## config.mk

```make
export PLATFORM = sky130hd
export DESIGN_NAME = c1541_sd_arbiter
export DESIGN_NICKNAME = d
export VERILOG_FILES = /design/src/rtl/c1541_sd_arbiter.sv
export SDC_FILE = /design/constraint.sdc
export NUM_CORES = 1
export LEC_CHECK = 0
export CAP_MARGIN = 10
export CORE_UTILIZATION = 32
export CTS_CLUSTER_DIAMETER = 30
export CTS_CLUSTER_SIZE = 28
export DETAILED_ROUTE_END_ITERATION = 6
export PLACE_DENSITY_LB_ADDON = 0.05
export SETUP_SLACK_MARGIN = 0.5
export SLEW_MARGIN = 10
export SYNTH_ARGS = -nofsm -noshare
export SYNTH_HDL_FRONTEND = slang
export SYNTH_SLANG_ARGS = --single-unit
```

## constraint.sdc

```tcl
create_clock -name clk_sys -period 2.2 [get_ports clk_sys]
set_clock_uncertainty 0.2 [all_clocks]
set_input_delay 0.22 -clock clk_sys [delete_from_list [all_inputs] [get_ports clk_sys]]
set_output_delay 0.22 -clock clk_sys [all_outputs]
set_load 0.01 [all_outputs]
```

## src/rtl/c1541_sd_arbiter.sv

```systemverilog
// Round-robin arbiter sharing one hps_io SD block channel among NDRIVES c1541_sd
// instances; a grant covers a whole block and lasts until the host ack falls.
module c1541_sd_arbiter #(
   parameter int unsigned NDRIVES = 4
) (
   input  logic                  clk_sys,
   input  logic                  reset_n,
   input  logic [32*NDRIVES-1:0] drv_lba,
   input  logic [NDRIVES-1:0]    drv_rd,
   input  logic [NDRIVES-1:0]    drv_wr,
   output logic [NDRIVES-1:0]    drv_ack,
   output logic [NDRIVES-1:0]    drv_buff_wr,
   input  logic [8*NDRIVES-1:0]  drv_buff_din,
   output logic [31:0]           sd_lba,
   output logic                  sd_rd,
   output logic                  sd_wr,
   input  logic                  sd_ack,
   input  logic                  sd_buff_wr,
   output logic [7:0]            sd_buff_din,
   output logic [1:0]            grant,
   output logic                  busy
);
   localparam int unsigned IW    = 2;
   localparam int unsigned LBA_W = 32;
   localparam int unsigned DAT_W = 8;

   typedef enum logic [1:0] {S_IDLE, S_REQ, S_XFER, S_REL} state_e;

   state_e           state_q, state_d;
   logic [IW-1:0]    grant_q, grant_d;
   logic [IW-1:0]    rr_ptr_q, rr_ptr_d;
   logic [LBA_W-1:0] lba_q, lba_d;
   logic             rd_q, rd_d;
   logic             wr_q, wr_d;

   logic [NDRIVES-1:0] req;
   logic [LBA_W-1:0]   lba_arr [NDRIVES];
   logic [DAT_W-1:0]   din_arr [NDRIVES];
   logic               pick_vld;
   logic [IW-1:0]      pick_idx;

   assign req = drv_rd | drv_wr;

   for (genvar g = 0; g < NDRIVES; g++) begin : g_unpack
      assign lba_arr[g] = drv_lba[LBA_W*g +: LBA_W];
      assign din_arr[g] = drv_buff_din[DAT_W*g +: DAT_W];
   end

   // First requester at or after rr_ptr, wrapping modulo NDRIVES.
   always_comb begin
      pick_vld = 1'b0;
      pick_idx = '0;
      for (int k = 0; k < int'(NDRIVES); k++) begin
         if (!pick_vld && req[IW'((int'(rr_ptr_q) + k) % int'(NDRIVES))]) begin
            pick_vld = 1'b1;
            pick_idx = IW'((int'(rr_ptr_q) + k) % int'(NDRIVES));
         end
      end
   end

   always_ff @(posedge clk_sys or negedge reset_n) begin
      if (!reset_n) begin
         state_q  <= S_IDLE;
         grant_q  <= '0;
         rr_ptr_q <= '0;
         lba_q    <= '0;
         rd_q     <= 1'b0;
         wr_q     <= 1'b0;
      end else begin
         state_q  <= state_d;
         grant_q  <= grant_d;
         rr_ptr_q <= rr_ptr_d;
         lba_q    <= lba_d;
         rd_q     <= rd_d;
         wr_q     <= wr_d;
      end
   end

   always_comb begin
      state_d  = state_q;
      grant_d  = grant_q;
      rr_ptr_d = rr_ptr_q;
      lba_d    = lba_q;
      rd_d     = rd_q;
      wr_d     = wr_q;
      case (state_q)
         S_IDLE: begin
            if (pick_vld) begin
               grant_d = pick_idx;
               lba_d   = lba_arr[pick_idx];
               wr_d    = drv_wr[pick_idx];
               rd_d    = ~drv_wr[pick_idx];
               state_d = S_REQ;
            end
         end
         // Ack beats a simultaneous withdrawal; a withdrawal leaves rr_ptr alone.
         S_REQ: begin
            if (sd_ack) begin
               rd_d    = 1'b0;
               wr_d    = 1'b0;
               state_d = S_XFER;
            end else if (!req[grant_q]) begin
               rd_d    = 1'b0;
               wr_d    = 1'b0;
               state_d = S_IDLE;
            end
         end
         S_XFER: begin
            if (!sd_ack) state_d = S_REL;
         end
         S_REL: begin
            rr_ptr_d = IW'((int'(grant_q) + 1) % int'(NDRIVES));
            state_d  = S_IDLE;
         end
         default: state_d = S_IDLE;
      endcase
   end

   assign busy   = (state_q != S_IDLE);
   assign grant  = grant_q;
   assign sd_lba = lba_q;
   assign sd_rd  = rd_q;
   assign sd_wr  = wr_q;

   // Host strobes reach only the granted drive, and nobody while idle.
   always_comb begin
      drv_ack     = '0;
      drv_buff_wr = '0;
      sd_buff_din = '0;
      if (busy) begin
         drv_ack[grant_q]     = sd_ack;
         drv_buff_wr[grant_q] = sd_buff_wr;
         sd_buff_din          = din_arr[grant_q];
      end
   end

endmodule
```

* Yosys cells after proc, flatten, opt, wreduce, memory -nomap -nowiden
Index checks and enable logic that the tools add are counted.
Operators by class: order comparisons 9, eq/ne operators 6, multiplexer cells 46, reductions and logical operators 13, bitwise operators 6, add/subtract/negate cells 4
Operators with widths (number):
- $bmux W32 S2 | 1
- $mux W32 | 2
- $mux W8 | 3
- $mux W1 | 19
- $bmux W8 S2 | 1
- $lt A2 B4 Y1 const B | 4
- $mux W2 | 8
- $bmux W1 S2 | 6
- $and A4 B4 Y4 | 2
- $mux W4 | 2
- $pmux W2 S4 | 1
- $ge A3 B3 Y1 const B | 2
- $lt A2 B3 Y1 const B | 2
- $not A2 Y3 | 2
- $reduce_and A3 Y1 | 2
- $add A2 B1 Y2 const B | 2
- $add A2 B2 Y2 const B | 2
- $eq A2 B2 Y1 const B | 2
- $logic_and A1 B1 Y1 | 4
- $ne A2 B2 Y1 const B | 2
- $or A4 B4 Y4 | 1
- $pmux W1 S2 | 2
- $reduce_bool A2 Y1 | 2
- $logic_not A1 Y1 | 3
- 7 further kinds | 7
Storage, ports and cells: output and inout bits 53, register bits 40, logic and storage cells 90

* Logic depth before layout (Yosys ltp)
depth in word-level cells 19, depth in mapped cells 7

* Worst setup path before layout
No wires, ideal clock.
path kind reg2reg, start reg grant_q[0] (netlist: grant[0]), end reg rd_q (netlist: sd_rd), stages on the path, launching flop included 7, path slack 0.026 ns, required time 1.899 ns, setup time 0.101 ns, arrival 1.873 ns, cells stage by stage dfrtp_1 buf_6 inv_2 mux4_2 or4b_1 o211a_1 o32ai_1
On the way: longest elaborated chain between the ends 4
RTL lines:
- start: declaration | line 30 | logic [IW-1:0] grant_q, grant_d;
- start signal: assignment | line 71 | grant_q <= grant_d;
- $bmux W1 S2 | line 102 | end else if (!req[grant_q]) begin
- $mux W1 (not written as such) | line 102
- $ne A3 B3 Y1 (no line)
- $reduce_and A3 Y1 (no line)
- end signal: assignment | line 74 | rd_q <= rd_d;
- end: declaration | line 33 | logic rd_q, rd_d;
No other way between the ends. The select of a mux whose other input is x is not followed. A chain may end at the register's enable or synchronous reset.

* Worst setup path in the final report
Ends and elaborated chain as after synthesis.

==> results.cfg <==
[status]
status = finished with violations
violations = setup timing

[finish]
nFillCells = 662
seqCellArea_um2 = 1000
multi_input_area_um2 = 2400
nets = 810
antenna_cells = 0
area_growth_pct = 125
drive_gt1_frac = 0.309

[synthesis]
synth_nets = 524
yosysSeqAreaShare = 0.314
yosys.area.top_type = dfrtp_1
ys_warn_count = 0
yosys_most_used_dff = dfrtp_1
synth_top_area_frac = 0.314
syn_area_um2 = 3180
ys_types = 39
ys_ff_latch = 40
synth-edff-count = 0
avgSynthCellArea_um2 = 9.15
synth_area_leaders = dfrtp_1 31%, mux2i_1 10%, a211o_1 8.8%
synthArstFlopShare = 1.00
syn-instance-count = 348

[floorplanning]
initial_core_util = 0.329
die-area_um2 = 10400
die_h_um = 102
fp.coreArea_um2 = 9680
std_cell_rows = 36
die_x_um = 102
num_io_pins = 225

[grt]
grt_max_degree = 33
grt_pass1_vias = 4242
grt_overflow_total = 0
grt_pass1_wl_um = 21300
grt_usage = 0.272
grt_antenna_before_repair = 0

[routing]
drc = 0
vias = 4172
post_drt_wl_per_cell_um = 20.4
postRouteAntennaNets = 0
drtIter0Drc = 156
finalWirelength_um = 15700
detail_route.vias_per_cell = 5.43
dr.pass1.iters = 5

[setup_path]
critPathKind = reg2reg
r2r_end = sd_rd$_DFFE_PN0P_
cp_max_fo = 2
path_cells = buf_6 -> buf_12 -> clkinv_8 -> mux4_2 -> or4b_4 -> o211a_4 -> o32ai_2
worst_setup_path_start_kind = register
r2r_slack_ns = -0.05
cp.arrival_ns = 2.26
cpLargestDelayFamily = simple AND/OR/NAND/NOR gates
worstRegToRegCells = 7
slowest_delay_ns = 0.50
slowest_stage = or4b_4
r2r_start = grant[0]$_DFFE_PN0P_
required_ns = 2.21
setup.worst_path.end_class = register
critical_path_buf_inv_count = 3

[cts]
htreeDepth = 2
clk_pin_slew_ns = 0.09
cts_tree = yes
clock_latency_ns = 0.29
numCtsBuffers = 5
clockBufferDepth = 2
cts_sinks = 40
root_buffer = clkbuf_8

[place]
portBuffers = 224
place_congestion = 0.879
pre_cts_slack_ns = -0.265
dp_hpwl_um = 9720

[hold_path]
hp-class = in2async

[power_and_ir_drop]
power.density_nw_per_um2 = 1310
vdd_drop_max_uv = 608
p_leak_nw = 2.93

[sta]
maxSlewHeadroom = 0.724
setup_tns_ns = -0.0965
worst_pin_slew_ns = 0.414
setup_ws_ns = -0.0488
setup_viol = 2
finalCritPeriodShare = 1.02
timing_hold_violations_final = 0
rsz0062_at_grt = true
max_freq_mhz = 445
finalCriticalPeriod_ns = 2.25
slew_viol_final = 0

[flow_run]
maxCapViolations = 0
placed cells by master, fill, tap and decap left out, drive strengths merged, types with 9 or more instances in the layout:
master | synthesis | final
clkdlybuf4s50 | 0 | 195
buf | 17 | 101
nand2 | 41 | 41
o21ai | 41 | 41
dfrtp | 40 | 40
nand3 | 35 | 35
o211ai | 33 | 33
a211o | 32 | 32
mux2i | 32 | 32
mux4 | 9 | 9
and3 | 9 | 9
clkbuf | 15 | 9
synthesized netlist by cell type, drive strengths merged (3+ instances only):
library cell,count
mux4,9
nand3,35
a21oi,3
and2,8
nand2,41
and3,9
ha,4
o211ai,33
a211o,32
mux2i,32
nor2,4
inv,5
dfrtp,40
o21ai,41
clkbuf,15
buf,17
cells by family (layout without fill, tap and decap cells):
logic type      after synthesis  in the layout  synth area share
simple gates                104            104             0.163
compound gates              121            121             0.273
buf+inv                      37            324            0.0590
fa+ha+maj                     4              4            0.0157
mux                          42             42             0.175
flops                        40             40             0.314
worst register-to-register path: cells and delay by family, from the launching register on:
| kind | cells | cell delay, ns |
|---|---|---|
| buffers and inverters | 3 | 0.30 |
| AO/OA/AOI/OAI | 2 | 0.29 |
| multiplexers | 1 | 0.48 |
| flip-flops | 1 | 0.40 |
| AND/OR/NAND/NOR | 1 | 0.50 |
metal layers:
metal	wire length, um	track usage
met5	0	0
met4	418	0.0959
met3	1420	0.0676
met2	8230	0.510
met1	5610	0.294
sequential cells by signal, indices dropped and copies added (netlist names), named ones only:
name / flops
sd_lba: 32
sd_rd: 1
sd_wr: 1
grant: 2
rr_ptr_q: 2
state_q: 1
worst max-delay path by stage:
stage	to	startpoint	cells past startpoint	slack (ns)
global placement	sd_lba[22]$_DFFE_PN0P_	drv_rd[0]	7	-0.22
detailed placement	sd_lba[19]$_DFFE_PN0P_	drv_rd[0]	7	-0.26
global route	sd_wr$_DFFE_PN0P_	grant[0]$_DFFE_PN0P_	7	-0.12
floorplan	sd_rd$_DFFE_PN0P_	grant[0]$_DFFE_PN0P_	6	0.06
finish	sd_rd$_DFFE_PN0P_	grant[0]$_DFFE_PN0P_	7	-0.05
CTS	sd_rd$_DFFE_PN0P_	grant[0]$_DFFE_PN0P_	7	-0.09
final cells by class:
type | count | share of cell area
Multi-Input combinational cell | 271 | 0.335
Inverter | 5 | 0.00437
Timing Repair Buffer | 311 | 0.482
Clock inverter | 2 | 0.00489
Clock buffer | 6 | 0.0101
Tap cell | 133 | 0.0232
Sequential cell | 40 | 0.140
report_power, final:
part	leakage [nW]	internal, W	switching, W
combinational	2.39	0.00427	0.00309
clock	0.0552	0.000337	0.000286
sequential	0.492	0.00111	0.000260
total	2.93	0.00572	0.00364
timing repair:
action / CTS / global route
pin swaps: 35 / 61
hold endpoints to repair: 40 / 0
setup buffers: 28 / 8
setup endpoints to repair: 56 / 55
hold buffers: 1 / 0
gates cloned: 7 / 4
resized for setup: 158 / 92
stage by stage:
stage           util  total power, W  hold WS (ns)  area (um2)  instances
2_1_floorplan      -         0.00410        -0.276        3300        348
3_3_place_gp   0.604         0.00610        -0.169        5850        712
3_5_place_dp   0.604         0.00620        -0.169        5850        712
4_1_cts        0.693         0.00841        0.0621        6720        756
5_1_grt        0.739         0.00984        0.0573        7160        768
6_report       0.739         0.00936        0.0565        7160        768
Power figures use the tool's default switching activity.
